===== src/rtl/fir_seq_ctrl.sv =====
// Coefficient loader and sample pacer for the 4-tap FIR datapath.
// It shifts coefficients out MSB-first, then issues a sample enable every DIV cycles.
module fir_seq_ctrl #(
  parameter int NTAPS = 4,
  parameter int CW    = 8,
  parameter int DIV   = 4,
  parameter int UW    = 8
) (
  input  logic                  ph1,
  input  logic                  reset,
  input  logic                  coef_load,
  input  logic [NTAPS*CW-1:0]   coef_data,
  output logic                  coef_ready,
  output logic                  shift_en,
  output logic                  shift_in,
  output logic                  cfg_valid,
  input  logic                  sample_in_valid,
  output logic                  sample_in_ready,
  output logic                  sample_en,
  output logic [UW-1:0]         underrun_cnt
);
  localparam int NB = NTAPS * CW;
  localparam int BW = $clog2(NB);
  localparam int DW = $clog2(DIV);
  localparam logic [BW-1:0] BIT_LAST = BW'(NB - 1);
  localparam logic [DW-1:0] DIV_LAST = DW'(DIV - 1);

  typedef enum logic [1:0] {IDLE, LOAD, RUN} state_t;

  state_t          state_q, state_d;
  logic [DW-1:0]   div_cnt_q, div_cnt_d;
  logic [BW-1:0]   bit_cnt_q, bit_cnt_d;
  logic [NB-1:0]   sreg_q, sreg_d;
  logic            cfg_valid_q, cfg_valid_d;
  logic [UW-1:0]   underrun_q, underrun_d;
  logic            strobe, accept;

  always_ff @(posedge ph1 or posedge reset) begin
    if (reset) begin
      state_q     <= IDLE;
      div_cnt_q   <= '0;
      bit_cnt_q   <= '0;
      sreg_q      <= '0;
      cfg_valid_q <= 1'b0;
      underrun_q  <= '0;
    end else begin
      state_q     <= state_d;
      div_cnt_q   <= div_cnt_d;
      bit_cnt_q   <= bit_cnt_d;
      sreg_q      <= sreg_d;
      cfg_valid_q <= cfg_valid_d;
      underrun_q  <= underrun_d;
    end
  end

  always_comb begin
    state_d     = state_q;
    div_cnt_d   = div_cnt_q;
    bit_cnt_d   = bit_cnt_q;
    sreg_d      = sreg_q;
    cfg_valid_d = cfg_valid_q;
    underrun_d  = underrun_q;
    coef_ready  = (state_q != LOAD);
    shift_en    = (state_q == LOAD);
    shift_in    = shift_en & sreg_q[NB-1];
    strobe      = (state_q == RUN) && (div_cnt_q == DIV_LAST);
    accept      = coef_load && coef_ready;
    // A reload accepted on a strobe cycle aborts that period entirely.
    sample_en       = strobe && sample_in_valid && !accept;
    sample_in_ready = sample_en;

    case (state_q)
      LOAD: begin
        sreg_d    = {sreg_q[NB-2:0], 1'b0};
        bit_cnt_d = bit_cnt_q + BW'(1);
        if (bit_cnt_q == BIT_LAST) begin
          state_d     = RUN;
          bit_cnt_d   = '0;
          div_cnt_d   = '0;
          cfg_valid_d = 1'b1;
        end
      end
      RUN: begin
        div_cnt_d = strobe ? '0 : div_cnt_q + DW'(1);
        if (strobe && !sample_in_valid && !accept && (underrun_q != '1))
          underrun_d = underrun_q + UW'(1);
      end
      default: ;
    endcase

    if (accept) begin
      state_d   = LOAD;
      sreg_d    = coef_data;
      bit_cnt_d = '0;
      div_cnt_d = '0;
    end
  end

  assign cfg_valid    = cfg_valid_q;
  assign underrun_cnt = underrun_q;
endmodule


===== config.mk =====
export PLATFORM = sky130hd
export DESIGN_NAME = fir_seq_ctrl
export DESIGN_NICKNAME = d
export VERILOG_FILES = /design/src/rtl/fir_seq_ctrl.sv
export SDC_FILE = /design/constraint.sdc
export NUM_CORES = 1
export LEC_CHECK = 0
export CAP_MARGIN = 25
export CELL_PAD_IN_SITES_DETAIL_PLACEMENT = 1
export CELL_PAD_IN_SITES_GLOBAL_PLACEMENT = 1
export CORE_MARGIN = 1.5
export CORE_UTILIZATION = 35
export DETAILED_ROUTE_END_ITERATION = 10
export DONT_BUFFER_PORTS = 1
export GPL_TIMING_DRIVEN = 1
export HOLD_SLACK_MARGIN = 0.15
export PLACE_DENSITY = 0.72
export SETUP_SLACK_MARGIN = 0.15
export SYNTH_ARGS = -nofsm -noshare
export SYNTH_HDL_FRONTEND = slang
export SYNTH_SLANG_ARGS = --single-unit

===== constraint.sdc =====
create_clock -name ph1 -period 2.43 [get_ports ph1]
set_clock_uncertainty 0.05 [all_clocks]
set_input_delay 0.243 -clock ph1 [delete_from_list [all_inputs] [get_ports ph1]]
set_output_delay 0.243 -clock ph1 [all_outputs]
set_load 0.02 [all_outputs]

Yosys cells after proc, flatten, opt, wreduce, memory -nomap -nowiden

Index checks and enable logic that the tools add are counted.

Flip-flop bits (word level): 50
Output and inout bits: 14
Logic and storage cells: 45

$add $sub $neg: 3
Equality and inequality tests: 7
Muxes and demuxes: 12
Bitwise gates (word level): 1
Reduce and logical (&&, ||, !) cells: 16

Operators with widths:

| operator                                      | count |
|---|---|
| 2-to-1 mux 32 bit                             | 2 |
| 2-to-1 mux 5 bit                              | 3 |
| 2-to-1 mux 2 bit                              | 6 |
| adder 8 x 1 -> 8 bit, second input constant   | 1 |
| != test 8 bit, second input constant          | 1 |
| AND reduction 2 bit                           | 4 |
| logical AND 1 bit                             | 7 |
| adder 5 x 1 -> 5 bit, second input constant   | 1 |
| == test 5 bit, second input constant          | 1 |
| == test 2 bit, second input constant          | 2 |
| case mux 2 bit (2 select lines)               | 1 |
| nonzero test 2 bit                            | 2 |
| != test 3 x 1 -> 1 bit, second input constant | 1 |
| nonzero test 3 bit                            | 1 |
| adder 2 x 1 -> 2 bit, second input constant   | 1 |
| == test 2 x 1 -> 1 bit, second input constant | 1 |
| logical NOT 1 bit                             | 2 |
| != test 2 x 1 -> 1 bit, second input constant | 1 |
| AND 1 bit                                     | 1 |

Longest topological paths before layout

Depth in word-level cells: 6
Depth in mapped cells: 7
Depth with buffers taken out: 7

Least setup slack after synthesis

No wires, ideal clock.

Kind: register to register
Start point: register bit_cnt_q[0]
End point: register bit_cnt_q[3]
Arrival time: 1.624 ns
Data required time: 2.304 ns
Setup slack: 0.680 ns
Cell stages (with the launch flop): 8
Cells stage by stage: dfrtp_1 -> ha_1 -> and3_1 -> ha_1 -> or3b_1 -> a31oi_1 -> o21ai_1 -> o21ai_1

Word-level cells in the longest chain between the ends: 4
Elaborated cells between the ends (all ways): 5

RTL lines:

| item                                                  | RTL line | source |
|---|---|---|
| start, declared                                       | 32       | `logic [BW-1:0] bit_cnt_q, bit_cnt_d;` |
| start signal, assigned                                | 49       | `bit_cnt_q <= bit_cnt_d;` |
| adder 5 x 1 -> 5 bit or == test 5 bit (tied branches) | 75, 76   |  |
| 2-to-1 mux 5 bit (*)                                  | 76       | `if (bit_cnt_q == BIT_LAST) begin` |
| 2-to-1 mux 5 bit (*)                                  | 72       | `case (state_q)` |
| 2-to-1 mux 5 bit (*)                                  | 91       | `if (accept) begin` |

Every way passes the cells marked *; elsewhere a longest branch is shown, timed or not. The select of a mux whose other input is x is not followed.
A chain may end at the register's enable or synchronous reset.

Worst setup path in the final report

Start point: register state_q[1]
End point: output shift_en

Word-level cells in the longest chain between the ends: 1

RTL lines:

| item                   | RTL line | source |
|---|---|---|
| start, declared        | 30       | `state_t state_q, state_d;` |
| start signal, assigned | 47       | `state_q <= state_d;` |
| == test 2 x 1 -> 1 bit | 64       | `shift_en = (state_q == LOAD);` |
| end, declared          | 14       | `output logic shift_en,` |

Every way passes these cells.

==> impl_metrics.json <==
{
  "die_w_um": 85.3,
  "critPathRequiredTime_ns": 2.14,
  "hold_path_depth": 3,
  "port_buffers": 0,
  "netlist_instances": 228,
  "syn_area_per_cell_um2": 10.4,
  "fp.dieArea_mm2": 0.00728,
  "grt-ovfl-total": 0,
  "dominantRegCellSynth": "dfrtp_1",
  "slew_viol_final": 0,
  "cts-root-buf": "clkbuf_8",
  "hold_class": "in -> reg",
  "grt_max_degree": 39,
  "areaGrowthSynthToFinish_pct": 22.3,
  "total_power_w": 0.00237,
  "rows": 29,
  "ys_types": 35,
  "critPathLaunchType": "flop",
  "slew_headroom_pct": 56.0,
  "syn_area_mm2": 0.00237,
  "start_util_pct": 36.7,
  "die_h_um": 85.3,
  "dpl_cell_area_mm2": 0.00245,
  "ys_warn_count": 0,
  "setup-tns-final_ns": 0,
  "core_mm2": 0.00646,
  "ctsHtreeMaxLevel": 2,
  "ir_worst_vdd_uv": 362,
  "worstSetupPathType": "reg -> out",
  "cts_tree": "built",
  "cts_made_buffers": 5,
  "dp_hpwl_mm": 3.56,
  "grt_pass1_vias": 1921,
  "r2r_cells": 7,
  "firstDrtPassIters": 7,
  "gp_congestion": 0.740,
  "tightest_slew_ns": 0.659,
  "drt_iter0_markers": 58,
  "drv_cap": 0,
  "layout-drive-gt1-share_pct": 7.22,
  "violations": "design-rule violations",
  "hp-start": "coef_load",
  "wl_per_cell_um": 15.4,
  "hold_viol_final": 0,
  "cts_sinks": 50,
  "regToRegEndpoint": "bit_cnt_q[3]",
  "yosysSeqAreaShare_pct": 52.8,
  "wirelength_mm": 5.22,
  "cp.arrival_ns": 1.64,
  "via_count": 1762,
  "p_leak_nw": 1.36,
  "status": "complete, but fails checks",
  "worstSkewPairLatency_ns": 0.30,
  "drc": 3,
  "synth-seq-cells": 50,
  "syn-num-nets": 268,
  "routed_via_density": 5.18,
  "synth_edf_count": 0,
  "finalInstanceArea_mm2": 0.00290,
  "antenna_found_initial": 0,
  "drtAntennaViolNets": 0,
  "cp-end-kind": "output pin",
  "fin_crit_sh_pct": 79.4,
  "track_usage_pct": 15.5,
  "clk_pin_slew_ns": 0.08,
  "final_nets": 302,
  "rsz0062_at_grt": "false",
  "setup_viol": 0,
  "grt_first_pass_wirelength_mm": 9.02,
  "worstPathMaxFanout": 24,
  "hold_path_end": "div_cnt_q[0]",
  "cts_buffer_depth": 2,
  "insertedDiodeCount": 0,
  "num_io_pins": 50,
  "r2r_setup_slack_ns": 0.50,
  "achievable-frequency_mhz": 518,
  "async_flop_share_pct": 100,
  "regToRegStartpoint": "bit_cnt_q[0]",
  "powerDensity_mw_per_mm2": 817,
  "period_needed_ns": 1.93
}
## layout by cell type, fill, tap and decap left out, types with 2 or more instances in the layout
master,count
ha_1,4
inv_2,2
nand4_1,3
mux2i_1,32
clkbuf_8,5
nand2b_1,5
xnor2_1,3
inv_1,2
dlygate4sd3_1,33
mux2_1,3
o21ai_0,11
buf_4,6
dfrtp_1,50
nor2_1,6
o21ai_1,29
nand2_1,40
and3_1,4
a21oi_1,5
## registers in the layout (all words and copies together) (netlist names)
signal / flops
div_cnt_q: 2
state_q: 2
cfg_valid: 1
bit_cnt_q: 5
sreg_q: 32
underrun_cnt: 8
## timing repair
| action | in CTS | in global routing |
|---|---|---|
| buffers inserted | 0 | 0 |
| gates resized for setup | 0 | 0 |
| endpoints found under the setup margin | 0 | 0 |
| hold buffers | 34 | 0 |
| hold endpoints to repair | 72 | 0 |
## synthesized netlist by cell type, types with 3 or more instances
cell type	instances	area share, %
nand2b_1	5	1.3
mux2i_1	32	14
and3_1	4	1.1
buf_2	4	0.84
ha_1	4	2.1
o21ai_1	29	6.1
o21ai_0	11	2.3
nand4_1	3	0.79
clkbuf_1	7	1.1
xnor2_1	3	1.1
inv_1	3	0.47
nand2_1	40	6.3
a21oi_1	5	1.1
nor2_1	6	0.95
dfrtp_1	50	53
mux2_1	3	1.4
## worst max-delay path by stage
stage              endpoint  slack [ns]          from
5_1_grt        bit_cnt_q[3]        0.40  bit_cnt_q[0]
3_3_place_gp   bit_cnt_q[3]        0.60  bit_cnt_q[0]
4_1_cts            shift_en        0.48    state_q[1]
2_1_floorplan  bit_cnt_q[3]        0.68  bit_cnt_q[0]
6_report           shift_en        0.50    state_q[1]
3_5_place_dp   bit_cnt_q[3]        0.55  bit_cnt_q[0]
## cell type report
class	instances	area (um2)
clock inverters	2	13.8
fillers	727	3560
repair buffers	40	403
clock buffers	6	72.6
well taps	77	96.3
multi-input cells	161	1050
inverters	4	15.0
flip-flops and latches	50	1250
## kinds of logic (layout without fill, tap and decap cells)
logic type	count (synthesis)	in the layout	share of synthesized area [%]
compound gates	49	49	10.9
xor+xnor	4	4	1.48
fa+ha+maj	4	4	2.11
buf+inv	17	52	3.06
flops	50	50	52.8
mux	35	35	14.9
simple gates	69	69	14.7
## where the power goes
part	switching (W)	total (W)	leakage, nW	internal [W]
sequential	0.000182	0.00126	0.667	0.00108
clock	0.000275	0.000479	0.0452	0.000204
combinational	0.000350	0.000625	0.645	0.000275
total	0.000807	0.00237	1.36	0.00156
## critical path: stages, from the launching register on
cell and delay, ns:
dfrtp_1 0.46, nand2b_1 0.33, inv_2 0.22, buf_4 0.32
## through the flow
stage | utilization (%) | hold WS (ns) | setup slack (ns) | instances
floorplan | - | 0.349 | 0.680 | 228
global placement | 38.0 | 0.211 | 0.605 | 298
detailed placement | 38.0 | 0.221 | 0.551 | 298
CTS | 44.9 | 0.164 | 0.480 | 340
global route | 44.9 | 0.205 | 0.401 | 340
finish | 44.9 | 0.170 | 0.501 | 340
## per-layer routing
metal | vias up | wire length, um | share of wire (%) | GRT usage (%)
li1 | 862 | - | - | -
met1 | 865 | 2380 | 46 | 19.6
met2 | 29 | 2580 | 49 | 26.6
met3 | 6 | 201 | 3.8 | 3.79
met4 | 0 | 63 | 1.2 | 4.40
met5 | - | 0 | 0 | 0
Note: power is estimated with default switching activity, not from simulation.
